--- src/rtl/riscv_pkg.sv ---
// -----------------------------------------------------------------------------
// riscv_pkg
// Shared definitions for the multi-cycle RISC-V control sequencer:
//   - base opcode constants (instruction bits [6:0])
//   - sequencer state encoding (visible on the STATE port)
//   - PC-source and write-back-source select encodings
//   - instruction class enum produced by riscv_op_classify
// -----------------------------------------------------------------------------
package riscv_pkg;

    // Base opcodes
    localparam logic [6:0] OPC_LOAD   = 7'b0000011;
    localparam logic [6:0] OPC_OP_IMM = 7'b0010011;
    localparam logic [6:0] OPC_STORE  = 7'b0100011;
    localparam logic [6:0] OPC_OP     = 7'b0110011;
    localparam logic [6:0] OPC_LUI    = 7'b0110111;
    localparam logic [6:0] OPC_BRANCH = 7'b1100011;
    localparam logic [6:0] OPC_JALR   = 7'b1100111;
    localparam logic [6:0] OPC_JAL    = 7'b1101111;

    // Sequencer states; the numeric values are exported on STATE
    typedef enum logic [2:0] {
        ST_IDLE   = 3'd0,
        ST_FETCH  = 3'd1,
        ST_DECODE = 3'd2,
        ST_EXEC   = 3'd3,
        ST_MEM    = 3'd4,
        ST_WB     = 3'd5,
        ST_HALT   = 3'd6
    } state_e;

    // PC source select
    localparam logic [1:0] PCS_PC4     = 2'b00;
    localparam logic [1:0] PCS_PC_IMM  = 2'b01;
    localparam logic [1:0] PCS_RS1_IMM = 2'b10;

    // Register-file write-back source select
    localparam logic [1:0] DWS_ALU = 2'b00;
    localparam logic [1:0] DWS_MEM = 2'b01;
    localparam logic [1:0] DWS_PC4 = 2'b10;
    localparam logic [1:0] DWS_IMM = 2'b11;

    // Instruction classes that drive the sequencing decisions
    typedef enum logic [2:0] {
        CLS_ALU,
        CLS_LOAD,
        CLS_STORE,
        CLS_BRANCH,
        CLS_LUI,
        CLS_JAL,
        CLS_JALR,
        CLS_ILLEGAL
    } insn_class_e;

endpackage

--- src/rtl/riscv_op_classify.sv ---
// -----------------------------------------------------------------------------
// riscv_op_classify
// Purely combinational map from the 7-bit opcode to an instruction class.
// Ports:
//   op_code  in   7  opcode field of the instruction register
//   op_class out  3  instruction class (insn_class_e)
//   alu_imm  out  1  1 when the ALU class uses an immediate operand (OP-IMM)
// -----------------------------------------------------------------------------
import riscv_pkg::*;

module riscv_op_classify (
    input  logic [6:0]  op_code,
    output insn_class_e op_class,
    output logic        alu_imm
);

    always_comb begin
        op_class = CLS_ILLEGAL;
        unique case (op_code)
            OPC_OP,
            OPC_OP_IMM: op_class = CLS_ALU;
            OPC_LOAD:   op_class = CLS_LOAD;
            OPC_STORE:  op_class = CLS_STORE;
            OPC_BRANCH: op_class = CLS_BRANCH;
            OPC_LUI:    op_class = CLS_LUI;
            OPC_JAL:    op_class = CLS_JAL;
            OPC_JALR:   op_class = CLS_JALR;
            default:    op_class = CLS_ILLEGAL;
        endcase
    end

    // R-type and I-type ALU ops share a class but differ in the B operand
    assign alu_imm = (op_code == OPC_OP_IMM);

endmodule

--- src/rtl/riscv_mc_sequencer.sv ---
// -----------------------------------------------------------------------------
// riscv_mc_sequencer
// Multi-cycle control sequencer: steps each instruction through
// FETCH / DECODE / EXEC / MEM / WB, issues single-cycle PC, IR and register
// file write strobes, and handles ready-based memory handshakes. All datapath
// selects are decoded from the state register and the class latched in DECODE.
// Ports:
//   CLK        in   1      clock, rising edge
//   RST        in   1      synchronous active-low reset
//   RUN        in   1      permits fetch of the next instruction
//   OP_CODE    in   7      opcode from IR (sampled in DECODE only)
//   FUNCT_3    in   3      funct3 from IR
//   BR_TAKEN   in   1      branch compare result (sampled in EXEC for branches)
//   IMEM_READY in   1      instruction memory data valid
//   DMEM_READY in   1      data memory access complete
//   IMEM_REQ   out  1      instruction fetch request
//   DMEM_REQ   out  1      data memory request
//   IRWE       out  1      IR load strobe
//   PCWE       out  1      PC load strobe
//   CRF        out  1      register-file write strobe
//   CDM        out  1      data memory write enable (qualifies DMEM_REQ)
//   PCS        out  2      PC source select
//   DWS        out  2      write-back source select
//   ALUS1      out  1      ALU A select (0 rs1, 1 PC)
//   ALUS2      out  1      ALU B select (0 rs2, 1 imm)
//   TRAP       out  1      sticky illegal-opcode flag
//   STATE      out  3      current state encoding
//   RETIRED    out  CNT_W  retired-instruction counter (wraps)
// -----------------------------------------------------------------------------
import riscv_pkg::*;

module riscv_mc_sequencer #(
    parameter int CNT_W = 16
) (
    input  logic             CLK,
    input  logic             RST,
    input  logic             RUN,
    input  logic [6:0]       OP_CODE,
    input  logic [2:0]       FUNCT_3,
    input  logic             BR_TAKEN,
    input  logic             IMEM_READY,
    input  logic             DMEM_READY,
    output logic             IMEM_REQ,
    output logic             DMEM_REQ,
    output logic             IRWE,
    output logic             PCWE,
    output logic             CRF,
    output logic             CDM,
    output logic [1:0]       PCS,
    output logic [1:0]       DWS,
    output logic             ALUS1,
    output logic             ALUS2,
    output logic             TRAP,
    output logic [2:0]       STATE,
    output logic [CNT_W-1:0] RETIRED
);

    state_e            state_q, state_d;
    insn_class_e       class_q, class_d;
    logic              alu_imm_q, alu_imm_d;
    logic              trap_q, trap_d;
    logic [CNT_W-1:0]  retired_q, retired_d;
    logic              instr_end;

    insn_class_e       dec_class;
    logic              dec_alu_imm;

    // funct3 selects ALU operations in the control decoder; it has no
    // influence on the sequencing itself.
    logic              unused_funct3;
    assign unused_funct3 = ^FUNCT_3;

    riscv_op_classify u_classify (
        .op_code  (OP_CODE),
        .op_class (dec_class),
        .alu_imm  (dec_alu_imm)
    );

    always_ff @(posedge CLK) begin
        if (!RST) begin
            state_q   <= ST_IDLE;
            class_q   <= CLS_ALU;
            alu_imm_q <= 1'b0;
            trap_q    <= 1'b0;
            retired_q <= '0;
        end else begin
            state_q   <= state_d;
            class_q   <= class_d;
            alu_imm_q <= alu_imm_d;
            trap_q    <= trap_d;
            retired_q <= retired_d;
        end
    end

    always_comb begin
        state_d   = state_q;
        class_d   = class_q;
        alu_imm_d = alu_imm_q;
        trap_d    = trap_q;
        retired_d = retired_q;
        instr_end = 1'b0;

        IMEM_REQ  = 1'b0;
        DMEM_REQ  = 1'b0;
        IRWE      = 1'b0;
        PCWE      = 1'b0;
        CRF       = 1'b0;
        CDM       = 1'b0;
        PCS       = PCS_PC4;
        DWS       = DWS_ALU;
        ALUS1     = 1'b0;
        ALUS2     = 1'b0;

        unique case (state_q)
            ST_IDLE: begin
                if (RUN) state_d = ST_FETCH;
            end

            ST_FETCH: begin
                IMEM_REQ = 1'b1;
                if (IMEM_READY) begin
                    IRWE    = 1'b1;
                    state_d = ST_DECODE;
                end
            end

            ST_DECODE: begin
                // Latch the class so later states ignore the live opcode
                class_d   = dec_class;
                alu_imm_d = dec_alu_imm;
                unique case (dec_class)
                    CLS_LUI:     state_d = ST_WB;
                    CLS_ILLEGAL: begin
                        state_d = ST_HALT;
                        trap_d  = 1'b1;
                    end
                    default:     state_d = ST_EXEC;
                endcase
            end

            ST_EXEC: begin
                unique case (class_q)
                    CLS_ALU: begin
                        ALUS2   = alu_imm_q;
                        state_d = ST_WB;
                    end
                    CLS_LOAD,
                    CLS_STORE: begin
                        ALUS2   = 1'b1;
                        state_d = ST_MEM;
                    end
                    CLS_BRANCH: begin
                        PCWE      = 1'b1;
                        PCS       = BR_TAKEN ? PCS_PC_IMM : PCS_PC4;
                        instr_end = 1'b1;
                    end
                    CLS_JAL: begin
                        ALUS1   = 1'b1;
                        ALUS2   = 1'b1;
                        state_d = ST_WB;
                    end
                    CLS_JALR: begin
                        ALUS2   = 1'b1;
                        state_d = ST_WB;
                    end
                    default: state_d = ST_HALT;
                endcase
            end

            ST_MEM: begin
                DMEM_REQ = 1'b1;
                CDM      = (class_q == CLS_STORE);
                if (DMEM_READY) begin
                    if (class_q == CLS_STORE) begin
                        PCWE      = 1'b1;
                        instr_end = 1'b1;
                    end else begin
                        state_d = ST_WB;
                    end
                end
            end

            ST_WB: begin
                CRF       = 1'b1;
                PCWE      = 1'b1;
                instr_end = 1'b1;
                unique case (class_q)
                    CLS_LOAD: DWS = DWS_MEM;
                    CLS_LUI:  DWS = DWS_IMM;
                    CLS_JAL: begin
                        DWS = DWS_PC4;
                        PCS = PCS_PC_IMM;
                    end
                    CLS_JALR: begin
                        DWS = DWS_PC4;
                        PCS = PCS_RS1_IMM;
                    end
                    default:  DWS = DWS_ALU;
                endcase
            end

            ST_HALT: begin
                // Parked until reset; no strobes
            end

            default: state_d = ST_IDLE;
        endcase

        if (instr_end) begin
            retired_d = retired_q + {{(CNT_W-1){1'b0}}, 1'b1};
            state_d   = RUN ? ST_FETCH : ST_IDLE;
        end
    end

    assign TRAP    = trap_q;
    assign STATE   = state_q;
    assign RETIRED = retired_q;

endmodule

--- config.mk ---
export PLATFORM = sky130hd
export DESIGN_NAME = riscv_mc_sequencer
export DESIGN_NICKNAME = d
export VERILOG_FILES = /design/src/rtl/riscv_pkg.sv /design/src/rtl/riscv_op_classify.sv /design/src/rtl/riscv_mc_sequencer.sv
export SDC_FILE = /design/constraint.sdc
export NUM_CORES = 1
export LEC_CHECK = 0
export CAP_MARGIN = 15
export CORE_AREA = 2 2 83 45
export CTS_BUF_LIST = sky130_fd_sc_hd__clkbuf_4
export DETAILED_ROUTE_END_ITERATION = 10
export DIE_AREA = 0 0 85 47
export HOLD_SLACK_MARGIN = 0.1
export PLACE_DENSITY = 0.84
export SYNTH_ARGS = -nofsm -noshare
export SYNTH_HDL_FRONTEND = slang
export SYNTH_SLANG_ARGS = --single-unit
--- constraint.sdc ---
create_clock -name CLK -period 2 [get_ports CLK]
set_input_delay 0.6 -clock CLK [delete_from_list [all_inputs] [get_ports CLK]]
set_output_delay 0.6 -clock CLK [all_outputs]
set_load 0.005 [all_outputs]
==> run summary <==
- **result of the run** finished with violations
- **violated checks** negative setup slack
- **share of the synthesized area in compound gates (AO/OA/AOI/OAI)** 25.8%
- **worst-case vdd ir drop** 0.000417 V
- **setup repair after global routing missed its margin** yes
- **type of destination of the critical path** output port
- **top-area cell type share of the netlist area** 32.4%
- **total of buffers placed on input and output ports** 44
- **height of the chip** 47 um
- **clk_lat worst skew** 0.32 ns
- **portion of the clock cycle consumed by the worst path in the final layout** 106%
- **element type at the critical path start** flop
- **dominant combinational cell family by area after synthesis** simple AND/OR/NAND/NOR gates
- **Num CTS Buffers** 3
- **Post-Synth Simple-Gate Area** 29.6%
- **worst min-delay path category** flop to flop
- **cell type group with the largest total delay on the critical path** buffers and inverters
- **fillcell total** 226
- **Post-Layout Cell Count** 315
- **area taken by flip-flops and latches** 498 um^2
- **number of placed instances, taps included** 302
- **area overhead of the layout relative to synthesis** 63.8%
- **instance count of the mapped netlist** 188
- **Pwr Total** 1460 uW
- **XOR/XNOR share of the synthesized area** 5.32%
- **final-layout worst hold slack** 0.511 ns
- **post-synthesis sequential element count** 24
- **adder-cell share of the synthesized area** 0.845%
- **syn nets** 205
- **vias in the first global route** 1579
- **most common library cells after synthesis** 24 x sky130_fd_sc_hd__dfxtp_1, 17 x sky130_fd_sc_hd__nand2_1, 11 x sky130_fd_sc_hd__a21oi_1, 11 x sky130_fd_sc_hd__o21ai_0, 10 x sky130_fd_sc_hd__nor2_1
- **maximum number of buffers from clock root to sink** 2
- **Die W** 85 um
- **clock tree from TritonCTS** done
- **standby leakage power** 0.000982 uW
- **# setup viols final** 6
- **PD cells** 600 nW/um^2
- **final clock skew** 0.00819 ns
- **Fin. Hold Viols** 0
- **crit path buf inv count** 3
- **fraction of final layout cells sized beyond drive strength 1** 31.9%
- **multiplexer share of the synthesized area** 1.44%
- **maximum operating frequency** 0.471 GHz
- **io pins** 48
- **nets** 291
- **wire length of the first global-routing pass** 7.62 mm
- **GRT overflow** 0
- **detailed placer's ending HPWL** 3.23 mm
- **required time of the critical path** 1.40 ns
- **most frequent cell after synthesis** sky130_fd_sc_hd__dfxtp_1
- **starting density of the core** 45.1%
- **number of warnings issued by yosys** 0
- **sequential-to-total area share from yosys stat** 32.4%
- **Tightest Pin Transition** 0.516 ns
- **area of combinational cells with multiple inputs** 1040 um^2
- **core box area** 3280 um^2
- **post-detailed-route via-to-cell ratio** 5.52
- **final design area excluding fillers** 2430 um^2
- **remaining design rule violation count** 0
- **overall die area** 4000 um^2
- **largest area contributor in the synthesized netlist** sky130_fd_sc_hd__dfxtp_1
- **number of vias in the routed layout** 1738
- **Worst path slowest cell** sky130_fd_sc_hd__dfxtp_2
- **last weighted congestion value of the routability-driven placer** 0.868
- **hold-fix buffer count after cts** 0
- **num rows** 15
- **CTS root buf** sky130_fd_sc_hd__clkbuf_4
- **reported max-cap violation count** 0
- **crit path DAT** 1.52 ns
- **area after detailed placement** 2220 um^2
- **overall track demand over capacity in global routing** 24.9%
- **number of flops mapped to enable cells by yosys** 0
- **number of antenna violations at the first check in global routing** 0
- **Initial DRC Count** 217
- **Top FF cell, synth** sky130_fd_sc_hd__dfxtp_1
- **classification of the worst setup path** flop to output port
- **number of levels in the clock H-tree** 1
- **share of synthesized flip-flops with an asynchronous set or reset** 0%
- **Slew Viols, Final** 0
- **mean instance size in the synthesized netlist** 7.88 um^2
- **delay of the slowest cell on the worst path** 0.37 ns
- **minimum clock period** 2.12 ns
- **clock sink count** 24
- **largest net degree at the start of global routing** 26
- **Relative slew margins** 65.5%
- **peak fanout along the critical path** 4
- **post-detailed-route wirelength per cell** 15.9 um
- **fin worst setup slack** -0.123 ns
- **diode count** 0
- **top cells by area in the synthesized netlist** sky130_fd_sc_hd__dfxtp_1 32%, sky130_fd_sc_hd__xnor2_1 4.7%, sky130_fd_sc_hd__nand2_1 4.3%
- **Detailed Route WL** 5.01 mm
- **Synth cell types** 45
- **ordered cell list for the critical path** nand3b_1 > buf_6 > buf_4 > nor2_4 > a21oi_2 > nor2b_1 > buf_2
- **Synth Cell Area** 1480 um^2
- **CTS clock-pin slew for the worst setup and hold paths** 0.14 ns
- **antenna viol nets, final** 0
- **count of TritonRoute iterations in the first routing pass** 4
[final timing paths]
kind / startpoint / endpoint / slack [ns] / cells past startpoint
max: STATE[1] / PCS[0] / -0.12 / 7
min: RETIRED[13] / RETIRED[13] / 0.51 / 2
max reg2reg: STATE[0] / RETIRED[11] / 0.06 / 7
min reg2reg: RETIRED[13] / RETIRED[13] / 0.51 / 2
[logic make-up (layout without fill, tap and decap cells)]
family / after synthesis / after routing
muxes: 2 / 2
buffers and inverters: 17 / 102
xor gates and xnor gates: 9 / 9
and+or+nand+nor: 81 / 81
AOI/OAI and AO/OA: 54 / 54
DFF: 24 / 24
adders and majority gates: 1 / 1
[registers in the layout, indices dropped and copies added, names as in the netlist]
| name | count |
|---|---|
| class_q | 3 |
| RETIRED | 16 |
| TRAP | 1 |
| alu_imm_q | 1 |
| STATE | 3 |
[power breakdown]
group	leakage, uW	switching, uW	internal (uW)
logic	0.000768	302	361
clock network	0.0000154	157	73.2
registers	0.000198	44.7	518
[through the flow]
| step | util, % | setup slack, ns | TNS, ns |
|---|---|---|---|
| global route | 73.9 | -0.216 | -1.07 |
| global placement | 67.7 | -0.512 | -4.12 |
| CTS | 71.9 | -0.211 | -0.304 |
| finish | 73.9 | -0.123 | -0.400 |
| detailed placement | 67.7 | -0.521 | -4.63 |
| floorplan | - | 0.0901 | 0 |
[placed cells by master (no fill, tap or decap), types with 3 or more instances in the layout]
cell type,Yosys,layout
sky130_fd_sc_hd__and2_1,9,9
sky130_fd_sc_hd__nor2b_1,5,4
sky130_fd_sc_hd__inv_1,6,5
sky130_fd_sc_hd__dlygate4sd2_1,0,5
sky130_fd_sc_hd__nor3_1,8,5
sky130_fd_sc_hd__o21ai_0,11,11
sky130_fd_sc_hd__buf_6,0,5
sky130_fd_sc_hd__clkbuf_4,0,3
sky130_fd_sc_hd__and3_1,3,3
sky130_fd_sc_hd__a21oi_1,11,10
sky130_fd_sc_hd__nand3_1,6,6
sky130_fd_sc_hd__buf_4,0,43
sky130_fd_sc_hd__clkdlybuf4s50_1,0,28
sky130_fd_sc_hd__nand2b_1,4,4
sky130_fd_sc_hd__o2111ai_1,5,4
sky130_fd_sc_hd__nand3b_1,3,3
sky130_fd_sc_hd__clkbuf_2,1,4
sky130_fd_sc_hd__dfxtp_1,24,16
sky130_fd_sc_hd__nor2_1,10,7
sky130_fd_sc_hd__or3_1,7,7
sky130_fd_sc_hd__buf_2,2,3
sky130_fd_sc_hd__nand2_1,17,15
sky130_fd_sc_hd__a21boi_1,7,7
sky130_fd_sc_hd__dfxtp_2,0,5
sky130_fd_sc_hd__xnor2_1,8,8
sky130_fd_sc_hd__o21a_1,3,3
sky130_fd_sc_hd__dfxtp_4,0,3
[worst min-delay path, stage by stage, from the launching register on]
cell and delay (ns):
sky130_fd_sc_hd__dfxtp_1 0.35, sky130_fd_sc_hd__o31ai_1 0.07, sky130_fd_sc_hd__a21boi_1 0.06
[cell type report]
type,instances,area share [%]
inverters,6,1.08
repair buffers,92,32.4
clock inverters,1,0.155
flip-flops and latches,24,20.5
multi-input cells,147,42.8
clock buffers,3,0.928
well taps,42,2.17
[metal layers]
metal  share of wire [%]  vias up  wire length (um)  GRT usage, %
met5                   0        -                 0             0
met4                0.92        0                46          5.40
met3                 8.3        8               415          5.98
met2                  43       75              2140          38.6
met1                  48      802              2410          35.9
li1                    -      853                 -             -
[timing repair]
| item | CTS | global route |
|---|---|---|
| resized for setup | 48 | 27 |
| pin swaps | 4 | 6 |
| buffers inserted | 5 | 4 |
| setup endpoints to repair | 19 | 14 |
Power figures use the tool's default switching activity.
